<file path="src/rtl/sram8t_array.sv">
// Two-port 8T SRAM array model: one masked write port, one registered read port,
// selectable read-during-write result and a hardware clear sequencer.
//
// state | meaning
// ------+-----------------------------------------------------------
// CLEAR | sequencer zeroes one row per edge; ports ignored, busy = 1
// READY | normal write/read operation; init_req restarts the clear
module sram8t_array #(
    parameter int DATA_W   = 8,
    parameter int ADDR_W   = 4,
    parameter int RDW_MODE = 0
) (
    input  logic              clk,
    input  logic              rst_n,
    input  logic              init_req,
    output logic              busy,
    input  logic              we,
    input  logic [ADDR_W-1:0] waddr,
    input  logic [DATA_W-1:0] wdata,
    input  logic [DATA_W-1:0] wmask,
    input  logic              re,
    input  logic [ADDR_W-1:0] raddr,
    output logic [DATA_W-1:0] rdata,
    output logic              rvalid
);

    localparam int DEPTH = 2 ** ADDR_W;
    localparam logic [ADDR_W-1:0] LAST_ROW = ADDR_W'(DEPTH - 1);

    typedef enum logic {
        CLEAR = 1'b0,
        READY = 1'b1
    } state_t;

    state_t            state;
    state_t            stateNext;
    logic [ADDR_W-1:0] clrPtr;
    logic [ADDR_W-1:0] clrPtrNext;
    logic              wrAccept;
    logic              rdAccept;

    logic [DATA_W-1:0] mem [DEPTH];
    logic [DATA_W-1:0] oldWrWord;
    logic [DATA_W-1:0] mergedWord;
    logic [DATA_W-1:0] rdWord;

    always_ff @(posedge clk or negedge rst_n) begin
        if (!rst_n) begin
            state  <= CLEAR;
            clrPtr <= '0;
        end else begin
            state  <= stateNext;
            clrPtr <= clrPtrNext;
        end
    end

    // An init_req edge in READY swallows any port activity of the same cycle.
    always_comb begin
        stateNext  = state;
        clrPtrNext = clrPtr;
        wrAccept   = 1'b0;
        rdAccept   = 1'b0;
        case (state)
            CLEAR: begin
                clrPtrNext = clrPtr + ADDR_W'(1);
                if (clrPtr == LAST_ROW) begin
                    stateNext = READY;
                end
            end
            READY: begin
                if (init_req) begin
                    stateNext  = CLEAR;
                    clrPtrNext = '0;
                end else begin
                    wrAccept = we;
                    rdAccept = re;
                end
            end
            default: begin
                stateNext  = CLEAR;
                clrPtrNext = '0;
            end
        endcase
    end

    assign busy = (state == CLEAR);

    assign oldWrWord  = mem[waddr];
    assign mergedWord = (oldWrWord & ~wmask) | (wdata & wmask);

    // Array has no reset of its own; the sequencer is the only way it gets zeroed.
    always_ff @(posedge clk) begin
        if (state == CLEAR) begin
            mem[clrPtr] <= '0;
        end else if (wrAccept) begin
            mem[waddr] <= mergedWord;
        end
    end

    always_comb begin
        rdWord = mem[raddr];
        if ((RDW_MODE != 0) && wrAccept && (waddr == raddr)) begin
            rdWord = mergedWord;
        end
    end

    always_ff @(posedge clk or negedge rst_n) begin
        if (!rst_n) begin
            rdata  <= '0;
            rvalid <= 1'b0;
        end else begin
            rvalid <= rdAccept;
            if (rdAccept) begin
                rdata <= rdWord;
            end
        end
    end

endmodule

</file>
<file path="config.mk">
export PLATFORM = sky130hd
export DESIGN_NAME = sram8t_array
export DESIGN_NICKNAME = d
export VERILOG_FILES = /design/src/rtl/sram8t_array.sv
export SDC_FILE = /design/constraint.sdc
export NUM_CORES = 1
export LEC_CHECK = 0
export CAP_MARGIN = 20
export CORE_MARGIN = 10
export CORE_UTILIZATION = 30
export CTS_CLUSTER_SIZE = 30
export DETAILED_ROUTE_END_ITERATION = 6
export GPL_TIMING_DRIVEN = 0
export PLACE_DENSITY = 0.52
export SYNTH_ARGS = -nofsm -noshare
export SYNTH_HDL_FRONTEND = slang
export SYNTH_SLANG_ARGS = --single-unit
</file>
<file path="constraint.sdc">
create_clock -name clk -period 2.25 [get_ports clk]
set_input_delay 0.3375 -clock clk [delete_from_list [all_inputs] [get_ports clk]]
set_output_delay 0.3375 -clock clk [all_outputs]
set_load 0.05 [all_outputs]
</file>
Word-level counts from Yosys, hierarchy flattened:

Memory sizes are Yosys's and may differ from the RTL's. A register that Yosys moved wholly into a read port is not among the register bits.
Cells that the tools add are included.

* add/sub/neg operators: 1
* equality and inequality tests: 2
* mux-type cells: 16
* bitwise logic cells: 5
* reductions and logical operators: 2

Operators with widths (count)
* $and A8 B8 Y8: 2
* $mux W1: 11
* $mux W4: 2
* $mux W8: 1
* $not A8 Y8: 1
* $or A8 B8 Y8: 1
* $pmux W4 S2: 1
* $reduce_or A8 Y1: 1
* $add A4 B1 Y4 const B: 1
* $eq A4 B4 Y1 const B: 1
* $ne A2 B2 Y1 const B: 1
* $pmux W1 S2: 1
* $logic_not A1 Y1: 1
* $not A1 Y1: 1

* bits in registers: 6
* RAM bits: 128
* bits of input ports: 29
* word-level logic and storage cells: 30
* memories kept: 1

Memory list
* mem: depth 16, width 8, read ports 2, clocked after memory_dff 1, wr ports 1, RTL line 42 `logic [DATA_W-1:0] mem [DEPTH];`

Depth between registers and ports, before layout:

* word-level depth: 7
* mapped depth: 7
* mapped depth without buffers: 5

Worst setup path before layout:

Ideal clock, no wire load.

* path type: register to register
* start: register state
* end: memory mem[7][0] (enable)
* library setup time: 370 ps
* arrival time: 1671 ps
* data required time: 1880 ps
* slack: 209 ps
* cell stages (with the launch flop): 6
* buffers on the path: 2
* clock period less this slack: 2041 ps
* path through: dfrtp_1 clkbuf_1 and3b_1 clkbuf_1 a31oi_1 nor2_1

* word-level cells in the longest chain between the ends: 6
* elaborated cells on any way between the ends: 8
* those cells by class: 7 x mux; 1 x reduce/logical

Ends and longest elaborated chain
* from (decl): RTL line 35 `state_t state;`
* from (signal assigned): RTL line 52 `state <= stateNext;`
* $mux W1: RTL line 63 `case (state)`
* $mux W1: RTL line 95 `end else if (wrAccept) begin`
* $mux W1: RTL line 93 `if (state == CLEAR) begin`
* $mux W1 (implied by the code): RTL line 96 `mem[waddr] <= mergedWord;`
* $reduce_or A8 Y1 (no line)
* $mux W4 (no line) / $mux W1 (equally long branches)
* to (decl): RTL line 42

Several ways; a longest one is shown, not always the timed one.

Worst setup path after layout:

* start: register state
* end: memory mem[3][6] (enable)

Same word-level chain as after synthesis.

==> qor.txt <==
H-tree depth = 4
Synth Net Count = 408
Cell Int Power = 6217 uW
Synth Register Bits = 142
crit-path max FO = 11
area of the multi-input gates = 2600 um2
worst path cell trace = and3b_1 > clkbuf_2 > a31oi_2 > nor2_4
Main synth FF type = edfxtp_1
DRT Pass-1 Iters = 5
slowest CP cell = dfrtp_1
Sink Count = 142
Seq/Total Area, Yosys = 61.74%
Clock power frac = 30.6%
clk slew on worst S/H paths = 60 ps
max cap viols = 0
outcome = finished clean
Setup crit start = state
Period Utilization, post-route = 99.23%
CP max stage delay = 530 ps
TritonCTS clock tree = done
Die Span X = 170.5 um
total grt overflow = 0
Net Sw Power = 2847 uW
startpoint types = register
EDFF count, synth = 128
Post-DP Area = 7463 um2
Post-DRT Antenna Nets = 0
final WL = 19320 um
# DRC = 0
later-pin clock latency in the skew report = 420 ps
via count = 4149
CP Capture Type = register
Via density = 5.622
# port buffers = 32
Setup crit end = mem[3][6]
Seq pwr share = 41.5%
fill cell count = 1994
post-synth top area cell = edfxtp_1
Placer Congestion = 0.8375
Worst Setup Slack, final = 17.37 ps
Arr. time, crit path = 2310 ps
cts hold-fix bufs = 0
Reg area = 4194 um2
endpoints failing setup = 0
RR Startpoint = state
drt initial violations = 525
Max transition margin = 43.98%
worst min path class = in2async
minimum clock period = 2233 ps
Synth Area per Inst = 17.97 um2
Starting Density = 30.84%
final hold violation count = 0
cells after synthesis = 378
I/O Pins = 39
nets = 475
Slew Viols, Final = 0
Logic pwr share = 27.9%
row count = 54
RR Endpoint = mem[3][6]
share of layout cells above drive strength 1 = 35.15%
CTS Buffer Depth = 2
Setup WS pre-CTS = -1028 ps
first-pass GRT wire length = 28210 um
CP Data Required Time = 2330 ps
Pwr per Cell Area = 1063 nW/um2
main area contributors after synthesis = edfxtp_1 57%, mux4_2 20%, dfrtp_1 5.2%
Register-to-Register Path Depth = 4
area delta synth->final = 25.53%
Reg2Reg Setup Slack = 20 ps
wire per inst = 26.18 um
P_leak = 0.002830 uW
VDD IR max = 452.6 uV
Core ar. = 22030 um2
async set or reset register ratio after synthesis = 9.859%
Synth top area share = 56.59%
die extent in y = 170.5 um
mapped cell area = 6793 um2
Clock Skew = 9.236 ps
Synth cell types = 42
vias in the first global route = 4213
TritonCTS buffer count = 17
fmax = 0.4479 GHz
yosys warns = 0
initial antenna violation count = 0
total track usage = 13.53%
DP HPWL = 12910 um
largest net degree at the start of global routing = 17
antenna cell count = 0
Net Sw Frac = 31.41%
kind of critical path = reg2reg
DIE AREA = 29060 um2
clock root buffer = clkbuf_16
final instance area = 8527 um2
Slew @ Worst Pin = 834.7 ps
critical path: cells and delay by family (launching register included):
| family | cells | cell delay (ps) |
|---|---|---|
| AO/OA/AOI/OAI | 1 | 310 |
| buffers and inverters | 1 | 340 |
| flip-flops | 1 | 530 |
| AND/OR/NAND/NOR | 2 | 710 |
synth_stat cells, types with 4 or more instances:
| master | count |
|---|---|
| clkbuf_1 | 6 |
| nor2_1 | 21 |
| nor3_1 | 6 |
| nor3b_1 | 4 |
| buf_2 | 12 |
| a311o_1 | 8 |
| inv_1 | 6 |
| nor4b_1 | 8 |
| dfrtp_1 | 14 |
| mux2i_1 | 24 |
| o211ai_1 | 5 |
| nand2_1 | 10 |
| a31oi_1 | 5 |
| mux4_2 | 60 |
| nor4_1 | 8 |
| edfxtp_1 | 128 |
| nand3_1 | 5 |
| buf_6 | 5 |
| o21ai_0 | 7 |
| a22oi_1 | 6 |
stage by stage:
stage	setup TNS, ps	utilization (%)	power, uW	hold slack [ps]	cells
global route	-0.9333	38.71	9400	414.4	738
CTS	0	38.10	8961	376.4	730
floorplan	0	-	4997	41.91	378
finish	0	38.71	9064	368.2	738
detailed placement	-178820	33.88	5757	493.8	690
global placement	-163250	33.88	5713	492.7	690
kinds of logic (layout without fill, tap and decap cells):
kind of cell	after synthesis	after routing	share of synthesized area (%)
AO/OA/AOI/OAI	38	38	4.163
XOR/XNOR	2	2	0.2579
adder cells (fa/ha/maj)	1	1	0.1842
buffers and inverters	33	113	2.947
flip-flops	142	142	61.74
multiplexers	88	88	24.76
AND/OR/NAND/NOR	74	74	5.950
layer usage:
layer / up-vias / track usage (%) / wire (um)
li1: 1743 / - / -
met1: 2172 / 17.10 / 8075
met2: 207 / 21.81 / 9480
met3: 27 / 3.748 / 1347
met4: 0 / 4.844 / 418
met5: - / 0 / 0
layout make-up:
cell class / instances / share of cell area, %
sequential: 142 / 49.19
multi-input combinational: 203 / 30.49
timing repair buffer: 49 / 6.999
clock buffer: 23 / 5.488
tap: 280 / 4.109
buffer: 26 / 2.142
clock inverter: 9 / 1.321
inverter: 6 / 0.2641
registers in the layout (all words and copies together), names as in the netlist:
| name | flops |
|---|---|
| mem | 128 |
| rdata | 8 |
| state | 1 |
| clrPtr | 4 |
| rvalid | 1 |
placed cells by master, fill, tap and decap left out, types with 6 or more instances in the layout:
master,instances
a22oi_1,6
inv_1,6
nor2_4,16
buf_4,7
clkbuf_1,6
edfxtp_1,128
nor4_1,8
nor4b_1,8
clkdlybuf4s50_1,31
mux4_2,60
clkbuf_16,17
buf_2,10
buf_12,13
nand2_1,10
nor3_1,6
mux2i_1,24
a311o_2,8
dfrtp_1,14
power groups by stage:
stage,clock [uW],combinational [uW],sequential (uW)
6_report,2770,2530,3760
4_1_cts,2810,2390,3760
2_1_floorplan,0,1080,3920
3_3_place_gp,0,1940,3770
5_1_grt,2930,2660,3810
3_5_place_dp,0,1960,3800
worst min path at each step:
stage | startpoint | to | slack [ps] | cells after the start
detailed placement | rdata[6] | rdata[6] | 490 | 2
global placement | rdata[1] | rdata[1] | 490 | 2
floorplan | rst_n | clrPtr[0] | 40 | 0
CTS | rst_n | rdata[3] | 380 | 1
global route | rst_n | rdata[3] | 410 | 1
finish | rst_n | rdata[3] | 370 | 1
what timing repair did:
action	in CTS	in global routing
pin swaps	9	6
buffers inserted	9	8
endpoints found under the setup margin	263	120
gates resized for setup	55	4
(Power assumes the default switching activity.)
